File: config.mk
export PLATFORM = sky130hd
export DESIGN_NAME = key_debouncer
export DESIGN_NICKNAME = d
export VERILOG_FILES = /design/src/rtl/key_debouncer.sv
export SDC_FILE = /design/constraint.sdc
export NUM_CORES = 1
export LEC_CHECK = 0
export CAP_MARGIN = 20
export CORE_MARGIN = 2
export CORE_UTILIZATION = 55
export CTS_BUF_LIST = sky130_fd_sc_hd__clkbuf_4 sky130_fd_sc_hd__clkbuf_8
export DETAILED_ROUTE_END_ITERATION = 10
export PLACE_DENSITY = 0.77
export SLEW_MARGIN = 20
export SYNTH_ARGS = -nofsm -noshare
export SYNTH_HDL_FRONTEND = slang
export SYNTH_SLANG_ARGS = --single-unit
File: constraint.sdc
create_clock -name clk -period 2.66 [get_ports clk]
set_input_delay 0.532 -clock clk [delete_from_list [all_inputs] [get_ports clk]]
set_output_delay 0.532 -clock clk [all_outputs]
set_load 0.02 [all_outputs]
File: src/rtl/key_debouncer.sv
// ---------------------------------------------------------------------------
// key_debouncer
//
// Front end for the user push-buttons. Each raw, asynchronous, active-low
// button pin passes through a two-flop synchroniser into clk. A per-key
// counter then requires a new level to persist for DEBOUNCE_CYCLES
// consecutive cycles before the clean level on key_out follows it. Any
// return to the current key_out level restarts the qualification from zero.
//
// Optional feature macro: KEY_DEBOUNCE_EDGE_EN
//   When defined, key_press / key_release are added. Each is a registered
//   one-cycle pulse that coincides with the first cycle key_out shows the
//   new level. When undefined, neither port nor its registers exist, and
//   key_out behaves the same as in the other build.
//
// Parameters
//   NUM_KEYS         number of independent button channels
//   DEBOUNCE_CYCLES  cycles a new level must persist (>= 1)
//   CNT_W            per-key counter width, 2**CNT_W >= DEBOUNCE_CYCLES
//
// Ports
//   clk          in   1         system clock
//   reset        in   1         synchronous, active-high reset
//   raw_key      in   NUM_KEYS  raw button pins, active-low (0 = pressed)
//   key_out      out  NUM_KEYS  debounced level, active-low
//   key_press    out  NUM_KEYS  debounced press pulse (KEY_DEBOUNCE_EDGE_EN)
//   key_release  out  NUM_KEYS  debounced release pulse (KEY_DEBOUNCE_EDGE_EN)
// ---------------------------------------------------------------------------
module key_debouncer #(
    parameter int NUM_KEYS        = 8,
    parameter int DEBOUNCE_CYCLES = 250000,
    parameter int CNT_W           = 18
) (
    input  logic                clk,
    input  logic                reset,
    input  logic [NUM_KEYS-1:0] raw_key,
    output logic [NUM_KEYS-1:0] key_out
`ifdef KEY_DEBOUNCE_EDGE_EN
    ,
    output logic [NUM_KEYS-1:0] key_press,
    output logic [NUM_KEYS-1:0] key_release
`endif
);

    // Terminal count. The counter saturates here and never wraps.
    localparam logic [CNT_W-1:0] CNT_MAX = CNT_W'(DEBOUNCE_CYCLES - 1);

    logic                armed;
    logic [NUM_KEYS-1:0] sync1;
    logic [NUM_KEYS-1:0] sync2;
    logic [CNT_W-1:0]    cnt      [NUM_KEYS];
    logic [CNT_W-1:0]    cnt_next [NUM_KEYS];
    logic [NUM_KEYS-1:0] qualify;
    logic [NUM_KEYS-1:0] key_next;

    // The first edge after reset release only arms the front end. The
    // synchroniser starts sampling the pins one edge later. As a result, a
    // key held through reset qualifies at edge r+2+DEBOUNCE_CYCLES and not
    // one edge earlier.
    always_ff @(posedge clk) begin
        if (reset) begin
            armed <= 1'b0;
        end else begin
            armed <= 1'b1;
        end
    end

    // Two-flop synchroniser. The flops reset to all ones, which means
    // "released". Only sync2 is used by the logic below.
    always_ff @(posedge clk) begin
        if (reset) begin
            sync1 <= '1;
            sync2 <= '1;
        end else begin
            if (armed) begin
                sync1 <= raw_key;
            end
            sync2 <= sync1;
        end
    end

    // Per-key qualification. A key whose level agrees with key_out has
    // nothing pending, so its counter is held at zero. While the level
    // differs, the counter advances. On the cycle the counter is already at
    // terminal count, the new level is accepted and the counter restarts.
    always_comb begin
        qualify  = '0;
        key_next = key_out;
        for (int i = 0; i < NUM_KEYS; i++) begin
            cnt_next[i] = '0;
            if (sync2[i] != key_out[i]) begin
                if (cnt[i] == CNT_MAX) begin
                    qualify[i]  = 1'b1;
                    key_next[i] = sync2[i];
                end else begin
                    cnt_next[i] = cnt[i] + CNT_W'(1);
                end
            end
        end
    end

    // State registers for the debounced level and the per-key counters.
    always_ff @(posedge clk) begin
        if (reset) begin
            key_out <= '1;
            for (int i = 0; i < NUM_KEYS; i++) begin
                cnt[i] <= '0;
            end
        end else begin
            key_out <= key_next;
            for (int i = 0; i < NUM_KEYS; i++) begin
                cnt[i] <= cnt_next[i];
            end
        end
    end

`ifdef KEY_DEBOUNCE_EDGE_EN
    // Edge pulses are registered on the same edge that updates key_out, so
    // each pulse lines up with the first cycle the new level is visible.
    // A qualifying key always differs from key_out. Therefore sync2 alone
    // tells which way the key moved.
    always_ff @(posedge clk) begin
        if (reset) begin
            key_press   <= '0;
            key_release <= '0;
        end else begin
            key_press   <= qualify & ~sync2;
            key_release <= qualify &  sync2;
        end
    end
`endif

endmodule

* After elaboration in Yosys (flattened, before gate mapping) *
Memory sizes are Yosys's and may differ from the RTL's.
Index checks and enable logic that the tools add are counted.

storage, ports and cells
  bits in registers = 25
  output and inout port bits = 8
  input bits = 10
  memory bits (writable) = 144
  logic and storage cells = 79
  memories = 1

memories
  name  depth  width  rd ports  clocked after memory_dff  wr ports  RTL line  source
  cnt   8      18     8         0                         8         51        logic [CNT_W-1:0] cnt [NUM_KEYS];

cells by class
  equal/unequal tests = 16
  muxes and demuxes = 27
  bitwise operators = 8
  reductions and logical operators = 8
  add/sub/neg operators = 8

operators by type and width
  operator               number
  $mux 18                24
  $add 18x1->18 const B  8
  $eq 18x18->1 const B   8
  $reduce_and 2->1       8
  $ne 1x1->1             8
  $or 1x1->1             8
  $mux 1                 3

* Logic depth before layout (Yosys ltp) *
  depth in word-level cells = 4
  mapped depth = 6
  gate-level depth less buffers = 5

* Worst setup path after synthesis *
Ideal clock, no wire load.

  kind = flip-flop to flip-flop
  start point = memory cnt[0][0]
  end point = memory cnt[0][10]
  path buffers = 1
  arrival time = 1.875 ns
  period minus slack after synthesis = 1.993 ns
  required time = 2.543 ns
  path slack = 0.667 ns
  stages on the path, launching flop included = 7
  library setup time = 0.117 ns
  cells stage by stage = dfxtp_1 ha_1 nand3_1 or4_1 o211ai_2 buf_2 nor2_1

RTL lines
  element             RTL line
  start: declaration  51

==> run metrics <==
Pwr Density 564 nW/um^2; pin count of the biggest net entering global routing 19; met2 usage in global routing a little under a third; Final min period 2120 ps; dpl ws 528 ps; initial antenna violation count 0; Core Box Area between 10000 and 15000 sq um; TritonCTS Buffers 17; clk_skew 8.11 ps; Core Rows 42; Post-synth ARST share 0%; setup_tns 0 ps; placed cell count a little over 1000; worst rel slew slack between 50% and 60%; final instance area roughly 8000 sq um; met1 Use GR roughly a quarter; period utilisation layout between 70% and 80%; commonest non-fill, non-tap cells in the layout dfxtp_1 (169), nor2_1 (158), xnor2_1 (91); final hold vios 0; critical setup path kind register to register; status completed; DR vias/cell 5.43; post-synth top area cell dfxtp_1; first-pass GRT wire length roughly 23000 um; crit-path max cell delay around 550 ps; non-filler cells, final 1050; ant diodes 0; CTS tree done; area of the multi-input gates 3710 sq um; Placed Area 7680 sq um; Routed wire per std cell 12.4 um; Crit. End Element register; Die Y ~120 um; vias in the first global route just over 5000; port bufs 17; Cell Int Power around 0.0036 W; Sw Share 21.3%; Post-synth top flop dfxtp_1; Synthesized Nets 850; Sequential Area 3380 sq um; total grt overflow 0; slack of the critical path 543 ps; synth top area cells dfxtp_1 (46%), xnor2_1 (11%), nor2_1 (8.1%); max cap viols 0; CP Launch Type register; Slowest-stage cell, CP or4_4; synth warn 0; Arrival @ worst endpoint between 2000 and 2500 ps; Most Used Layer, Global Route met2; commonest non-fill, non-tap cell in the layout dfxtp_1; starting density of the core 55.8%; I/O Pins 18; worst-margin pin slew between 600 and 700 ps; WL final roughly 13000 um; max frequency between 400 and 500 MHz; Synth-to-Final Area Change 11.2%; Reg clk slew, reported paths ~90 ps; Vias 5703; hold_buf cts 0; min-delay worst type register to register; htree depth 4; CP max FO 18; fraction of layout cells with a size suffix above 1 between 6 and 7%; DRC violation count after routing 0; part of the power in the clock network a little over two fifths; gpl congestion roughly 0.8; CTS root buf clkbuf_8; Netlist cell types 42; met3 Usage GRT between 5 and 6%; switching power around 0.00098 W; Seq/Total Area, Yosys a little under half; Crit path max-delay family simple AND/OR/NAND/NOR gates; die area about 14000 sq um; DRT antenna net count 0; clock latency on the worst-skew pair around 440 ps; post-CTS setup buffers 0; HPWL after DPL ~9100 um; GR Util All Layers between 10% and 20%; post-CTS resize count 0; RSZ-0062 raised after global routing no; buffer and inverter count on the worst path 0; Synth Instances ~830; DRT Pass-1 Iters 4; final number of setup-violating endpoints 0; Nets a little under 900; Die W 119 um; Slew Viols, Final 0; Synth top area share 46.3%; drt initial violations roughly 410; number of synthesized flops with an enable pin 0; TritonCTS Sinks around 170; CP cell instances or4_1 > or4_4 > o211ai_4 > nor2_1; synthesized area between 7000 and 8000 sq um; FILL cells approximately 1100; Sequential Power Share around 56%; Gate power share about 1.6%; CTS Buffer Depth 2; Leakage 2.38 nW; Seq cells post-synth 169; Syn Area/Cell a little under 9 sq um; Critical Path RT between 2000 and 3000 ps; worst ir drop on vdd between 0.0003 and 0.0004 V
metal layers:
metal	vias up	wire length [um]
met4	0	143
met1	2637	6460
met3	11	451
met2	85	6000
met5	-	0
li1	2970	-
through the flow:
step | power [W] | utilization [%] | hold slack (ps)
6_report | 0.00458 | 62.1 | 446
3_5_place_dp | 0.00269 | 58.7 | 426
5_1_grt | 0.00475 | 62.1 | 461
3_3_place_gp | 0.00269 | 58.7 | 419
2_1_floorplan | 0.00265 | - | 416
4_1_cts | 0.00462 | 62.1 | 446
flip-flops by register name, indices dropped and copies added, names as in the netlist:
| name | flops |
|---|---|
| cnt | 144 |
| key_out | 8 |
| sync1 | 8 |
| sync2 | 8 |
| armed | 1 |
power groups by stage:
stage,sequential [W],clock [W],combinational (W)
after floorplan,0.00261,0,0.0000437
after global placement,0.00262,0,0.0000714
after detailed placement,0.00262,0,0.0000725
after CTS,0.00256,0.00199,0.0000730
after global routing,0.00256,0.00211,0.0000804
final,0.00256,0.00195,0.0000718
synthesized netlist by cell type, types with 2 or more instances:
cell type    n
dfxtp_1    169
nor2_1     158
xnor2_1     91
nand3_1     55
nand4_1     52
nor4_1      43
nand2_1     38
xor2_1      34
inv_1       33
nor3_1      29
o21ai_0     12
clkbuf_1    11
a21oi_1     10
and3_1      10
mux2i_1      9
or2_2        9
ha_1         8
or3_1        8
or4_1        8
nor4b_1      6
o211ai_1     6
and4_1       5
a31o_2       3
buf_1        2
buf_2        2
buf_6        2
nand2b_1     2
o21ai_1      2
o31ai_1      2
kinds of logic after synthesis:
logic type                 Yosys count  synth area share [%]
adders and majority gates            8                  1.37
AOI/OAI and AO/OA                   40                  3.63
xor gates and xnor gates           125                  15.0
buffers and inverters               50                  2.81
DFF                                169                  46.3
and+or+nand+nor                    431                  29.6
muxes                                9                  1.23
worst paths after layout:
check / end / cells past startpoint / startpoint / slack [ps]
max: cnt[1][25] / 4 / cnt[1][28] / 540
min: sync2[3] / 1 / sync1[3] / 450
max reg2reg: cnt[1][25] / 4 / cnt[1][28] / 540
min reg2reg: sync2[3] / 1 / sync1[3] / 450
area by class of cell:
cell class,count,share of cell area [%]
sequential,169,41.7
clock buffer,17,2.88
inverter,33,1.53
timing repair buffer,27,3.02
clock inverter,15,2.48
multi-input combinational,613,45.7
tap,176,2.71
Note: power is estimated with default switching activity, not from simulation.
